==> src/rtl/wb_stage.sv <==
// Writeback stage: selects ALU / load / PC+4 result, formats load data, drives the RF write port.
// Latency: 1 cycle accept->write for non-loads; loads stall in WAIT until dmem_rvalid_i. in_ready_o low only in WAIT.
module wb_stage #(
    parameter int DATA_WIDTH = 32,
    parameter int ADDR_WIDTH = 5
) (
    input  logic                  clk_i,
    input  logic                  rst_i,
    input  logic                  in_valid_i,
    output logic                  in_ready_o,
    input  logic [ADDR_WIDTH-1:0] rd_i,
    input  logic                  rd_we_i,
    input  logic [1:0]            wb_sel_i,
    input  logic [DATA_WIDTH-1:0] alu_res_i,
    input  logic [DATA_WIDTH-1:0] pc_plus4_i,
    input  logic [2:0]            ld_funct3_i,
    input  logic                  dmem_rvalid_i,
    input  logic [DATA_WIDTH-1:0] dmem_rdata_i,
    output logic                  rf_we_o,
    output logic [ADDR_WIDTH-1:0] rf_rw_o,
    output logic [DATA_WIDTH-1:0] rf_wdata_o,
    output logic                  ld_pending_o,
    output logic [ADDR_WIDTH-1:0] ld_pending_rd_o,
    output logic                  misalign_o,
    output logic [31:0]           retire_cnt_o
);

    typedef enum logic [1:0] {
        IDLE  = 2'd0,
        WAIT  = 2'd1,
        WRITE = 2'd2
    } state_t;

    state_t state_q, state_d;

    logic [ADDR_WIDTH-1:0] rd_q;
    logic                  we_q;
    logic [2:0]            f3_q;
    logic [1:0]            off_q;
    logic                  mis_q;
    logic [ADDR_WIDTH-1:0] rw_q;
    logic [DATA_WIDTH-1:0] wdata_q;
    logic [31:0]           retire_q;

    logic                  accept;
    logic                  is_load;
    logic                  mis_acc;
    logic                  acc_writes;
    logic [DATA_WIDTH-1:0] sel_data;
    logic [7:0]            ld_byte;
    logic [15:0]           ld_half;
    logic [DATA_WIDTH-1:0] ld_data;

    assign in_ready_o = (state_q != WAIT);
    assign accept     = in_valid_i && in_ready_o;
    assign is_load    = (wb_sel_i == 2'b01);
    assign mis_acc    = is_load &&
                        (((ld_funct3_i[1:0] == 2'b01) && alu_res_i[0]) ||
                         ((ld_funct3_i == 3'b010) && (alu_res_i[1:0] != 2'b00)));
    assign acc_writes = rd_we_i && (rd_i != '0) && !mis_acc;
    assign sel_data   = (wb_sel_i == 2'b10) ? pc_plus4_i : alu_res_i;

    assign ld_byte = dmem_rdata_i[{off_q, 3'b000} +: 8];
    assign ld_half = off_q[1] ? dmem_rdata_i[31:16] : dmem_rdata_i[15:0];

    always_comb begin
        ld_data = dmem_rdata_i;
        case (f3_q)
            3'b000:  ld_data = {{(DATA_WIDTH-8){ld_byte[7]}}, ld_byte};
            3'b100:  ld_data = {{(DATA_WIDTH-8){1'b0}}, ld_byte};
            3'b001:  ld_data = {{(DATA_WIDTH-16){ld_half[15]}}, ld_half};
            3'b101:  ld_data = {{(DATA_WIDTH-16){1'b0}}, ld_half};
            default: ld_data = dmem_rdata_i;
        endcase
    end

    always_comb begin
        state_d = state_q;
        case (state_q)
            IDLE, WRITE: begin
                if (accept) state_d = (is_load && !mis_acc) ? WAIT : WRITE;
                else        state_d = IDLE;
            end
            WAIT:    if (dmem_rvalid_i) state_d = WRITE;
            default: state_d = IDLE;
        endcase
    end

    always_ff @(posedge clk_i or posedge rst_i) begin
        if (rst_i) state_q <= IDLE;
        else       state_q <= state_d;
    end

    // rw_q/wdata_q only move when a real write is about to issue, so the port holds its last write.
    always_ff @(posedge clk_i or posedge rst_i) begin
        if (rst_i) begin
            rd_q     <= '0;
            we_q     <= 1'b0;
            f3_q     <= '0;
            off_q    <= '0;
            mis_q    <= 1'b0;
            rw_q     <= '0;
            wdata_q  <= '0;
            retire_q <= '0;
        end else begin
            if (accept) begin
                rd_q  <= rd_i;
                we_q  <= rd_we_i && !mis_acc;
                f3_q  <= ld_funct3_i;
                off_q <= alu_res_i[1:0];
                mis_q <= mis_acc;
                if (acc_writes && !is_load) begin
                    rw_q    <= rd_i;
                    wdata_q <= sel_data;
                end
            end
            if ((state_q == WAIT) && dmem_rvalid_i && we_q && (rd_q != '0)) begin
                rw_q    <= rd_q;
                wdata_q <= ld_data;
            end
            if (state_q == WRITE) retire_q <= retire_q + 32'd1;
        end
    end

    assign rf_we_o         = (state_q == WRITE) && we_q && (rd_q != '0);
    assign rf_rw_o         = rw_q;
    assign rf_wdata_o      = wdata_q;
    assign ld_pending_o    = (state_q == WAIT);
    assign ld_pending_rd_o = (state_q == WAIT) ? rd_q : '0;
    assign misalign_o      = (state_q == WRITE) && mis_q;
    assign retire_cnt_o    = retire_q;

endmodule

==> config.mk <==
export PLATFORM = sky130hd
export DESIGN_NAME = wb_stage
export DESIGN_NICKNAME = d
export VERILOG_FILES = /design/src/rtl/wb_stage.sv
export SDC_FILE = /design/constraint.sdc
export NUM_CORES = 1
export LEC_CHECK = 0
export ABC_CLOCK_PERIOD_IN_PS = 4800
export CORE_ASPECT_RATIO = 2
export CORE_MARGIN = 8
export CORE_UTILIZATION = 36
export CTS_BUF_LIST = sky130_fd_sc_hd__clkbuf_8 sky130_fd_sc_hd__clkbuf_16
export DETAILED_ROUTE_END_ITERATION = 8
export GPL_ROUTABILITY_DRIVEN = 0
export PLACE_DENSITY_LB_ADDON = 0.05
export SLEW_MARGIN = 20
export SYNTH_ARGS = -nofsm -noshare
export SYNTH_HDL_FRONTEND = slang
export SYNTH_SLANG_ARGS = --single-unit
==> constraint.sdc <==
create_clock -name clk_i -period 4.8 [get_ports clk_i]
set_clock_uncertainty 0.2 [all_clocks]
set_input_delay 0.96 -clock clk_i [delete_from_list [all_inputs] [get_ports clk_i]]
set_output_delay 0.96 -clock clk_i [all_outputs]
set_load 0.05 [all_outputs]
==> results.json <==
{
  "status": "complete, no violations",
  "fmax_ghz": 0.2917,
  "synth.area.top_cells": "dfrtp_1 (44%), nand2_1 (7.7%), mux2i_1 (5.7%), xnor2_1 (4.4%), o21ai_0 (3.1%)",
  "ys.flop_type": "dfrtp_1",
  "start_kind": "flip-flop",
  "overflow": 0,
  "critPathRequiredTime_ps": 3640,
  "tritoncts": "done",
  "hold_violations": 0,
  "cap_violations": 0,
  "via_per_inst": 5.356,
  "die_w_um": 97.11,
  "drc": 0,
  "synthesis.area_um2": 4737,
  "dp_hpwl_mm": 13.19,
  "antenna_found_initial": 0,
  "fin_hold_ws_ps": 277.8,
  "grt_start_max_net_pins": 42,
  "fp-row-count": 59,
  "antenna_cells": 0,
  "cp_cell_sequence": "or4_4 -> o21ai_2 -> nor2b_1 -> clkdlybuf4s50_1",
  "worstPathMaxFanout": 4,
  "ff2ff_path_depth": 5,
  "clk_latency_ps": 340,
  "timing.final.crit_share_pct": 71.42,
  "critPathBufInv": 1,
  "postSynthCellCount": 488,
  "drtIter0Drc": 183,
  "synthTopCellsByCount": "nand2_1 (97), dfrtp_1 (83), o21ai_0 (29)",
  "route.vias.total": 4408,
  "wirelength_mm": 16.63,
  "setup_viol": 0,
  "grtUsageTotal_pct": 19.00,
  "grt_pass1_vias": 4853,
  "slew_headroom_pct": 31.42,
  "hp-class": "reg -> reg",
  "yosysTopAreaCellShare_pct": 43.85,
  "areaGrowthSynthToFinish_pct": 47.09,
  "crit_family": "buffers and inverters",
  "vdd_drop_max_uv": 303.6,
  "cts_resized": 0,
  "slew_viol_final": 0,
  "htree_levels": 3,
  "slowest_stage": "clkdlybuf4s50_1",
  "synth-edff-count": 0,
  "critPathCaptureType": "output port",
  "drt_first_pass_iters": 4,
  "drive_gt1_share_pct": 7.004,
  "cts_buffers": 9,
  "avgSynthCellArea_um2": 9.707,
  "ys_warn_count": 0,
  "cts_setup_buffers": 0,
  "clock_sinks": 83,
  "fin_util_pct": 53.94,
  "ys_ff_latch": 83,
  "fin_nets": 778,
  "antenna_left": 0,
  "ios": 189,
  "portBuffers": 188,
  "start_util_pct": 36.67,
  "power_density_nw_per_um2": 372.1,
  "crit_type": "reg -> out",
  "grt_pass1_wl_mm": 26.06,
  "max_stage_delay_ps": 700,
  "place_area_um2": 6683,
  "timing.setup.tns_ps": 0,
  "leakage_nw": 2.867,
  "wire_per_inst_um": 20.21,
  "die_y_um": 178.2,
  "cp.arrival_ps": 2270,
  "synth.distinct_cells": 55,
  "core_area_um2": 12920,
  "ctsHoldBuffers": 0,
  "cp_num_cells": 4,
  "cts_buffer_depth": 2,
  "final_area_um2": 6968,
  "cts_root_buffer": "clkbuf_16",
  "hold_path_depth": 1,
  "tightestPinTransition_ps": 1019,
  "ys_seq_area_share_pct": 43.85,
  "synth_nets": 600,
  "yosysMostFrequentCell": "nand2_1",
  "path_clk_slew_ps": 70,
  "rsz0062_at_grt": "false",
  "final.min_clock_period_ps": 3428,
  "die_area_um2": 17310,
  "ys_async_sr_fraction_pct": 100.0,
  "yosys.area.top_type": "dfrtp_1"
}
flip-flops by register name, indices dropped and copies added (netlist names):
register / cells
rf_wdata_o: 32
state_q: 2
mis_q: 1
rf_rw_o: 5
retire_cnt_o: 32
f3_q: 3
rd_q: 5
off_q: 2
we_q: 1
final cells by class:
| class | count | area [um^2] |
|---|---|---|
| Clock buffer | 10 | 239.0 |
| Clock inverter | 6 | 46.29 |
| Multi-Input combinational cell | 363 | 2430 |
| Sequential cell | 83 | 2077 |
| Fill cell | 1200 | 5951 |
| Tap cell | 152 | 190.2 |
| Timing Repair Buffer | 193 | 1919 |
| Inverter | 16 | 66.31 |
cells by family after synthesis:
logic type | count (synthesis) | share of synthesized area [%]
flip-flops | 83 | 43.85
buffers and inverters | 42 | 5.018
AND/OR/NAND/NOR | 182 | 19.18
multiplexers | 37 | 8.320
XOR/XNOR | 31 | 5.732
AO/OA/AOI/OAI | 112 | 17.64
adder cells (fa/ha/maj) | 1 | 0.2641
layer usage:
layer	part of all wire, %	global-route usage (%)	routed length (um)
met5	0	0	0
met2	56	36.02	9257
met1	37	19.19	6091
met4	2.1	6.972	356
met3	5.6	5.120	925
per-stage QoR:
| step | worst slack, ps | total power [mW] | instances |
|---|---|---|---|
| after floorplan | 1503 | 1.537 | 488 |
| after global placement | 1224 | 1.933 | 807 |
| after detailed placement | 1192 | 1.946 | 807 |
| after CTS | 1339 | 2.622 | 823 |
| after global routing | 1300 | 2.714 | 823 |
| final | 1372 | 2.593 | 823 |
final timing paths:
kind,from,end,slack (ps)
setup reg to reg,off_q[1],rf_wdata_o[10],1880
max in group asynchronous,rst_i,rf_wdata_o[11],2720
hold reg to reg,retire_cnt_o[31],retire_cnt_o[31],280
setup / recovery,rd_q[1],rf_we_o,1370
hold / removal,retire_cnt_o[31],retire_cnt_o[31],280
min in group asynchronous,rst_i,retire_cnt_o[13],840
report_power, final:
| part | internal (mW) | total [mW] | switching (mW) |
|---|---|---|---|
| Sequential | 0.811 | 0.917 | 0.106 |
| Clock | 0.370 | 0.666 | 0.297 |
| Combinational | 0.397 | 1.01 | 0.612 |
layout by cell type, fill, tap and decap left out, types with 8 or more instances in the layout:
| master | n |
|---|---|
| clkdlybuf4s50_1 | 188 |
| nand2_1 | 97 |
| dfrtp_1 | 83 |
| o21ai_0 | 29 |
| mux2i_1 | 27 |
| xnor2_1 | 24 |
| a22o_1 | 16 |
| a21oi_1 | 15 |
| inv_1 | 13 |
| nor2_1 | 12 |
| a31oi_1 | 10 |
| nand3_1 | 10 |
| and2_1 | 9 |
| mux2_2 | 9 |
| clkbuf_16 | 9 |
| nand4_1 | 8 |
| o22a_1 | 8 |
No activity file was read; power rests on OpenSTA's default activity.
